==> config.mk <==
export PLATFORM = sky130hd
export DESIGN_NAME = wm_bus_ctrl_flat
export DESIGN_NICKNAME = d
export VERILOG_FILES = /design/src/rtl/wm_bus_if.sv /design/src/rtl/wm_bus_ctrl.sv /design/src/flat_wrapper.sv
export SDC_FILE = /design/constraint.sdc
export NUM_CORES = 1
export LEC_CHECK = 0
export BUFFER_PORTS_ARGS = -buffer_cell sky130_fd_sc_hd__buf_2
export CAP_MARGIN = 30
export CORE_ASPECT_RATIO = 0.5
export CORE_MARGIN = 3
export CORE_UTILIZATION = 45
export CTS_CLUSTER_SIZE = 28
export DETAILED_ROUTE_END_ITERATION = 10
export PLACE_DENSITY = 0.79
export SYNTH_ARGS = -nofsm -noshare
export SYNTH_HDL_FRONTEND = slang
export SYNTH_SLANG_ARGS = --single-unit
==> constraint.sdc <==
create_clock -name clk -period 1.67 [get_ports clk]
set_clock_uncertainty 0.05 [all_clocks]
set_input_delay 0.167 -clock clk [delete_from_list [all_inputs] [get_ports clk]]
set_output_delay 0.167 -clock clk [all_outputs]
set_load 0.02 [all_outputs]
==> src/rtl/wm_bus_if.sv <==
// Store-path bus between the MEM stage, the write controller and data memory.
// master = controller side, slave = pipeline/memory environment side.
`ifndef OpcodeWidth
`define OpcodeWidth 6
`endif
`ifndef RegDataWidth
`define RegDataWidth 32
`endif
`ifndef ByteSlctWidth
`define ByteSlctWidth 4
`endif
`ifndef ZeroWord
`define ZeroWord 32'h0000_0000
`endif
`ifndef MIPS_SB
`define MIPS_SB 6'b101000
`endif
`ifndef MIPS_SH
`define MIPS_SH 6'b101001
`endif
`ifndef MIPS_SW
`define MIPS_SW 6'b101011
`endif

interface wm_bus_if #(
  parameter int ADDR_WIDTH = 32
);
  logic                        st_valid;
  logic [`OpcodeWidth-1:0]     opcode;
  logic [ADDR_WIDTH-1:0]       addr;
  logic [`RegDataWidth-1:0]    store_data;
  logic                        mem_ack;
  logic                        mem_req;
  logic [ADDR_WIDTH-1:0]       mem_addr;
  logic [`ByteSlctWidth-1:0]   mem_byte_slct;
  logic [`RegDataWidth-1:0]    mem_wdata;
  logic                        stall_req;
  logic                        misalign_exc;

  modport master (
    input  st_valid, opcode, addr, store_data, mem_ack,
    output mem_req, mem_addr, mem_byte_slct, mem_wdata, stall_req, misalign_exc
  );

  modport slave (
    output st_valid, opcode, addr, store_data, mem_ack,
    input  mem_req, mem_addr, mem_byte_slct, mem_wdata, stall_req, misalign_exc
  );
endinterface

==> src/rtl/wm_bus_ctrl.sv <==
// Store write controller: turns MEM-stage sb/sh/sw into a held, big-endian lane-aligned write.
// Define STORE_BUF_EN for posted writes (back-to-back accept on ack); default is blocking writes.
`ifndef OpcodeWidth
`define OpcodeWidth 6
`endif
`ifndef RegDataWidth
`define RegDataWidth 32
`endif
`ifndef ByteSlctWidth
`define ByteSlctWidth 4
`endif
`ifndef ZeroWord
`define ZeroWord 32'h0000_0000
`endif
`ifndef MIPS_SB
`define MIPS_SB 6'b101000
`endif
`ifndef MIPS_SH
`define MIPS_SH 6'b101001
`endif
`ifndef MIPS_SW
`define MIPS_SW 6'b101011
`endif

module wm_bus_ctrl #(
  parameter int ADDR_WIDTH = 32
) (
  input  logic     clk,
  input  logic     rst,
  wm_bus_if.master bus
);
  typedef enum logic {IDLE = 1'b0, BUSY = 1'b1} state_t;

  state_t                      state_reg, state_next;
  logic                        mem_req_reg;
  logic [ADDR_WIDTH-1:0]       mem_addr_reg;
  logic [`ByteSlctWidth-1:0]   mem_byte_slct_reg;
  logic [`RegDataWidth-1:0]    mem_wdata_reg;

  logic                        is_sb, is_sh, is_sw, is_store;
  logic                        misaligned, legal, accept, stall_raw;
  logic [`ByteSlctWidth-1:0]   lane_next;
  logic [`RegDataWidth-1:0]    wdata_next;

  assign is_sb      = (bus.opcode == `MIPS_SB);
  assign is_sh      = (bus.opcode == `MIPS_SH);
  assign is_sw      = (bus.opcode == `MIPS_SW);
  assign is_store   = is_sb | is_sh | is_sw;
  assign misaligned = (is_sh & bus.addr[0]) | (is_sw & (bus.addr[1:0] != 2'b00));
  assign legal      = bus.st_valid & is_store & ~misaligned;

  // Lane gi covers bits [8gi+7:8gi]; lane 3 holds the lowest byte address.
  generate
    for (genvar gi = 0; gi < 4; gi++) begin : g_lane
      localparam logic       HI_HALF = (gi >= 2);
      localparam logic [1:0] SB_OFS  = 2'(3 - gi);
      assign lane_next[gi] = is_sw
                           | (is_sh & (bus.addr[1] != HI_HALF))
                           | (is_sb & (bus.addr[1:0] == SB_OFS));
      assign wdata_next[8*gi +: 8] = is_sb ? bus.store_data[7:0]
                                   : is_sh ? bus.store_data[8*(gi%2) +: 8]
                                   :         bus.store_data[8*gi +: 8];
    end
  endgenerate

  always_comb begin
    state_next = state_reg;
    accept     = 1'b0;
    stall_raw  = 1'b0;
`ifdef STORE_BUF_EN
    accept    = legal & ((state_reg == IDLE) | bus.mem_ack);
    stall_raw = legal & ~accept;
`else
    accept    = legal & (state_reg == IDLE);
    stall_raw = (state_reg == IDLE) ? legal : ~bus.mem_ack;
`endif
    case (state_reg)
      IDLE:    if (accept) state_next = BUSY;
      BUSY:    if (bus.mem_ack && !accept) state_next = IDLE;
      default: state_next = IDLE;
    endcase
  end

  always_ff @(posedge clk or negedge rst) begin
    if (!rst) begin
      state_reg         <= IDLE;
      mem_req_reg       <= 1'b0;
      mem_addr_reg      <= '0;
      mem_byte_slct_reg <= '0;
      mem_wdata_reg     <= `ZeroWord;
    end else begin
      state_reg   <= state_next;
      mem_req_reg <= (state_next == BUSY);
      if (accept) begin
        mem_addr_reg      <= {bus.addr[ADDR_WIDTH-1:2], 2'b00};
        mem_byte_slct_reg <= lane_next;
        mem_wdata_reg     <= wdata_next;
      end
    end
  end

  assign bus.mem_req       = mem_req_reg;
  assign bus.mem_addr      = mem_addr_reg;
  assign bus.mem_byte_slct = mem_byte_slct_reg;
  assign bus.mem_wdata     = mem_wdata_reg;
  // Combinational flags are forced low while reset is asserted.
  assign bus.stall_req     = rst & stall_raw;
  assign bus.misalign_exc  = rst & bus.st_valid & misaligned;
endmodule

==> src/flat_wrapper.sv <==
// flat-port wrapper written by rule: the top's interface ports become plain ports
module wm_bus_ctrl_flat 
#(
  parameter int ADDR_WIDTH = 32
)
  (clk, rst, bus_st_valid, bus_opcode, bus_addr, bus_store_data, bus_mem_ack, bus_mem_req, bus_mem_addr, bus_mem_byte_slct, bus_mem_wdata, bus_stall_req, bus_misalign_exc);
  wm_bus_if #(.ADDR_WIDTH(ADDR_WIDTH)) bus_i ();
  input  logic clk;
  input  logic rst;
  input wire logic [$bits(bus_i.st_valid)-1:0] bus_st_valid;
  input wire logic [$bits(bus_i.opcode)-1:0] bus_opcode;
  input wire logic [$bits(bus_i.addr)-1:0] bus_addr;
  input wire logic [$bits(bus_i.store_data)-1:0] bus_store_data;
  input wire logic [$bits(bus_i.mem_ack)-1:0] bus_mem_ack;
  output wire logic [$bits(bus_i.mem_req)-1:0] bus_mem_req;
  output wire logic [$bits(bus_i.mem_addr)-1:0] bus_mem_addr;
  output wire logic [$bits(bus_i.mem_byte_slct)-1:0] bus_mem_byte_slct;
  output wire logic [$bits(bus_i.mem_wdata)-1:0] bus_mem_wdata;
  output wire logic [$bits(bus_i.stall_req)-1:0] bus_stall_req;
  output wire logic [$bits(bus_i.misalign_exc)-1:0] bus_misalign_exc;
  assign bus_i.st_valid = bus_st_valid;
  assign bus_i.opcode = bus_opcode;
  assign bus_i.addr = bus_addr;
  assign bus_i.store_data = bus_store_data;
  assign bus_i.mem_ack = bus_mem_ack;
  assign bus_mem_req = bus_i.mem_req;
  assign bus_mem_addr = bus_i.mem_addr;
  assign bus_mem_byte_slct = bus_i.mem_byte_slct;
  assign bus_mem_wdata = bus_i.mem_wdata;
  assign bus_stall_req = bus_i.stall_req;
  assign bus_misalign_exc = bus_i.misalign_exc;
  wm_bus_ctrl #(.ADDR_WIDTH(ADDR_WIDTH)) u_core (.clk(clk), .rst(rst), .bus(bus_i));
endmodule
## After elaboration in Yosys (flattened, before gate mapping)

Index checks and enable logic that the tools add are counted.

- Register bits after elaboration: 67
- Bits in latches: 0
- RAM bits: 0
- Memory bits (read-only): 0
- Output and inout port bits: 71
- Logic and storage cells: 50
- Memories kept: 0

- Add/sub/neg operators: 0
- $mul: 0
- Divide/modulo/power cells: 0
- Magnitude comparators: 0
- Equality and inequality tests: 6
- Shift-type cells: 0
- Muxes and demuxes: 9
- Bitwise logic cells: 27
- Reductions and logical operators: 4

Operators by type and width:

| operator | number |
|---|---|
| $mux W8 | 5 |
| $eq A6 B6 Y1 const B | 3 |
| $and A1 B1 Y1 | 14 |
| $or A1 B1 Y1 | 9 |
| $eq A2 B2 Y1 const B | 2 |
| $not A1 Y1 | 4 |
| $mux W1 | 3 |
| $eq A2 B1 Y1 const B | 1 |
| $logic_not A2 Y1 | 1 |
| $pmux W1 S2 | 1 |
| $reduce_bool A2 Y1 | 1 |
| $logic_and A1 B1 Y1 | 1 |
| $logic_not A1 Y1 | 1 |

## Logic depth before layout (Yosys ltp)

- Word-level depth: 10
- Mapped depth: 7
- Depth with buffers taken out: 4

## Worst setup path before layout

OpenSTA, ideal clock, no wires.

- Kind: register -> output
- Start point: reg u_core.state_reg
- End point: out bus_stall_req
- Data arrival time: 1.416 ns
- Required time: 1.453 ns
- Slack: 0.037 ns
- Cell stages (with the launch flop): 7
- Path buffers: 2
- Cells stage by stage: dfrtp_1 -> a21oi_1 -> o2111ai_2 -> buf_6 -> buf_6 -> o21ai_1 -> and2_1

- Word-level cells in the longest chain between the ends: 2

RTL lines:

| element | line | text |
|---|---|---|
| start: declaration | wm_bus_ctrl.sv:34 | `state_t state_reg, state_next;` |
| start signal: assignment | wm_bus_ctrl.sv:92 | `state_reg <= state_next;` |
| $mux W1 | wm_bus_ctrl.sv:75 | `stall_raw = (state_reg == IDLE) ? legal : ~bus.mem_ack;` |
| $and A1 B1 Y1 | wm_bus_ctrl.sv:107 | `assign bus.stall_req = rst & stall_raw;` |
| end: declaration | flat_wrapper.sv:19 | `output wire logic [$bits(bus_i.stall_req)-1:0] bus_stall_req;` |

Every way passes these cells.

## Final worst setup path

Same ends and word-level chain as after synthesis.

==> run summary <==
Comb power frac: 25.4%
RR Startpoint: u_core.state_reg
met1 usage: 24.1%
core outline area: 6210 um^2
Pleak: 2.25 nW
min Tclk post-route: 1.64 ns
Fmax: 611 MHz
Syn Inst Count: 240
H-Tree Depth: 3
footprint of the multi-input gates: 1180 um^2
Fin. Hold Viols: 0
flops & latches, synth: 67
non-filler instance count after layout: 480
Skew-Pair Late Insertion Delay: 0.33 ns
Final Slew Violations: 0
Die ar.: 7640 um^2
Hold Crit Class: input pin to register
CTS tree: done
die width: 121 um
critical path required time: 1.45 ns
Die Y: 63.3 um
Cell Area, Synth: 2960 um^2
grt peak-use layer: met2
WP depth: 5
drt via density: 4.97
ranking of synthesized cells by area: dfrtp_1 (57%), mux2_2 (9.5%), mux2i_1 (8.1%), mux2_4 (6.6%), o21ai_0 (5.8%)
Routed WL: 7.52 mm
first-pass GRT wire length: 12.2 mm
Internal: 0.00347 W
Yosys top cell area share: 56.7%
gr ovfl total: 0
largest net degree at the start of global routing: 60
P_sw: 0.00152 W
GPL Wtd Cong: 0.896
RSZ-0062 raised after global routing: false
CP Capture Type: primary output
worst setup path class: register to primary output
crit path DAT: 1.42 ns
Total Nets Final: 464
io pins: 145
DR pass1 iterations: 5
num rows: 20
peak supply drop: 0.647 mV
CTS Buffer Depth: 2
GRT Util Overall: 20.6%
setup total negative slack: 0 ns
CP Launch Type: register
Seq/Total Area, Yosys: 56.7%
max-cap check violation count: 0
met2 usage: 35.7%
DRT antenna net count: 0
crit path to: bus_stall_req
Slowest-stage cell, CP: dfrtp_1
status: complete, no violations
Vias: 2,384
I/O Buffers: 142
max incr delay on CP: 0.40 ns
crit-path max FO: 3
Power Density: 1220 nW/um^2
clock root buffer: clkbuf_16
post-synth cell types: 22
worst path buffer plus inverter count: 1
Starting Density: 47.6%
Avg WL per Cell: 15.7 um
worst path cell trace: a21oi_2, o2111ai_4, o21ai_2, and2_1, buf_4
sequential power share: 41.8%
reg2reg end: u_core.bus.mem_addr[19]
Synth warnings: 0
met3 Usage GRT: 7.35%
final period utilization: 98.0%
Register Area: 1680 um^2
vias in the first global route: 2,457
Yosys top cell by area: dfrtp_1
sw frac: 30.5%
cell count after placement: 464
Area Overhead vs Synth: 38.1%
layout cell share with drive strength beyond 1: 52.3%
Final Hold Slack: 0.0186 ns
Top delay family on crit path: compound AO/OA/AOI/OAI gates
Avg Cell Area, Syn: 12.3 um^2
Setup Viol. Count Final: 0
diode count: 0
initial antenna violation count: 0
DP HPWL: 5.50 mm
CP startpoint: u_core.state_reg
R2R Setup Slk: 0.09 ns
drt initial violations: 135
Num CTS Buffers: 9
clock-pin transition on the worst setup and hold timing paths: 0.05 ns
Sink Count: 67
Remaining DRCs: 0
Fillers: 488
commonest non-fill, non-tap cell in the layout: buf_2
max reg flops: 32
most frequent cells in the layout: buf_2 (141), dfrtp_1 (67), o21ai_0 (34)
Worst Reg2Reg Path Length in Cells: 5
clock power share: 32.8%
==> stage by stage <==
| stage | total power [W] | instance area [um^2] | worst slack [ns] | util [%] |
|---|---|---|---|---|
| final | 0.00500 | 4080 | 0.0336 | 65.8 |
| after global routing | 0.00524 | 4080 | 0.00389 | 65.8 |
| after CTS | 0.00504 | 4080 | 0.0269 | 65.8 |
| after detailed placement | 0.00338 | 3800 | 0.0305 | 61.2 |
| after global placement | 0.00333 | 3800 | 0.103 | 61.2 |
| after floorplan | 0.00283 | 2960 | 0.0373 | - |
==> worst min path at each step <==
| stage | start | end | slack (ns) | cells after the start |
|---|---|---|---|---|
| floorplan | rst | u_core.bus.mem_addr[10] | -0.18 | 0 |
| global placement | rst | u_core.bus.mem_addr[19] | 0.20 | 2 |
| detailed placement | rst | u_core.bus.mem_addr[17] | 0.20 | 2 |
| CTS | bus_addr[17] | u_core.bus.mem_addr[17] | 0.01 | 2 |
| global route | bus_addr[17] | u_core.bus.mem_addr[17] | 0.01 | 2 |
| finish | bus_addr[17] | u_core.bus.mem_addr[17] | 0.02 | 2 |
==> cells in the mapped netlist (all sizes together) <==
master	n
and4bb	1
inv	3
o21ai	35
nand3	8
conb	1
clkbuf	4
nor2b	1
nor2	3
buf	13
nand2	31
o31ai	4
mux2i	24
nor3	1
o2111ai	1
and2	2
a21oi	3
dfrtp	67
mux2	38
==> layer usage <==
metal  vias up  share of wire (%)
met5         -                  0
met3        11                5.8
met1      1164                 41
met2        72                 52
li1       1137                  -
met4         0                1.3
==> cell type report <==
cell class                 count  area share [%]
tap                           88            2.70
inverter                       3           0.276
multi-input combinational    154            29.0
timing repair buffer         155            20.9
clock buffer                  13            6.13
sequential                    67            41.1
==> kinds of logic (layout without fill, tap and decap cells) <==
| family | after synthesis | after routing | synth area share [%] |
|---|---|---|---|
| other | 1 | 2 | 0.127 |
| AND/OR/NAND/NOR | 47 | 47 | 6.90 |
| AO/OA/AOI/OAI | 43 | 43 | 7.96 |
| buffers and inverters | 20 | 171 | 4.06 |
| multiplexers | 62 | 62 | 24.2 |
| flip-flops | 67 | 67 | 56.7 |
==> power by group through the flow <==
| stage | registers, W | clock network [W] | logic [W] |
|---|---|---|---|
| floorplan | 0.00249 | 0 | 0.000343 |
| global placement | 0.00209 | 0 | 0.00124 |
| detailed placement | 0.00211 | 0 | 0.00127 |
| CTS | 0.00209 | 0.00167 | 0.00128 |
| global route | 0.00213 | 0.00175 | 0.00137 |
| finish | 0.00209 | 0.00164 | 0.00127 |
==> timing repair <==
action,4_1_cts,5_1_grt
buffers inserted,1,0
endpoints found under the setup margin,1,1
endpoints found under the hold margin,68,0
pin swaps,1,0
hold buffers,2,0
cloned,0,0
gates resized for setup,2,1
(Power assumes the default switching activity.)
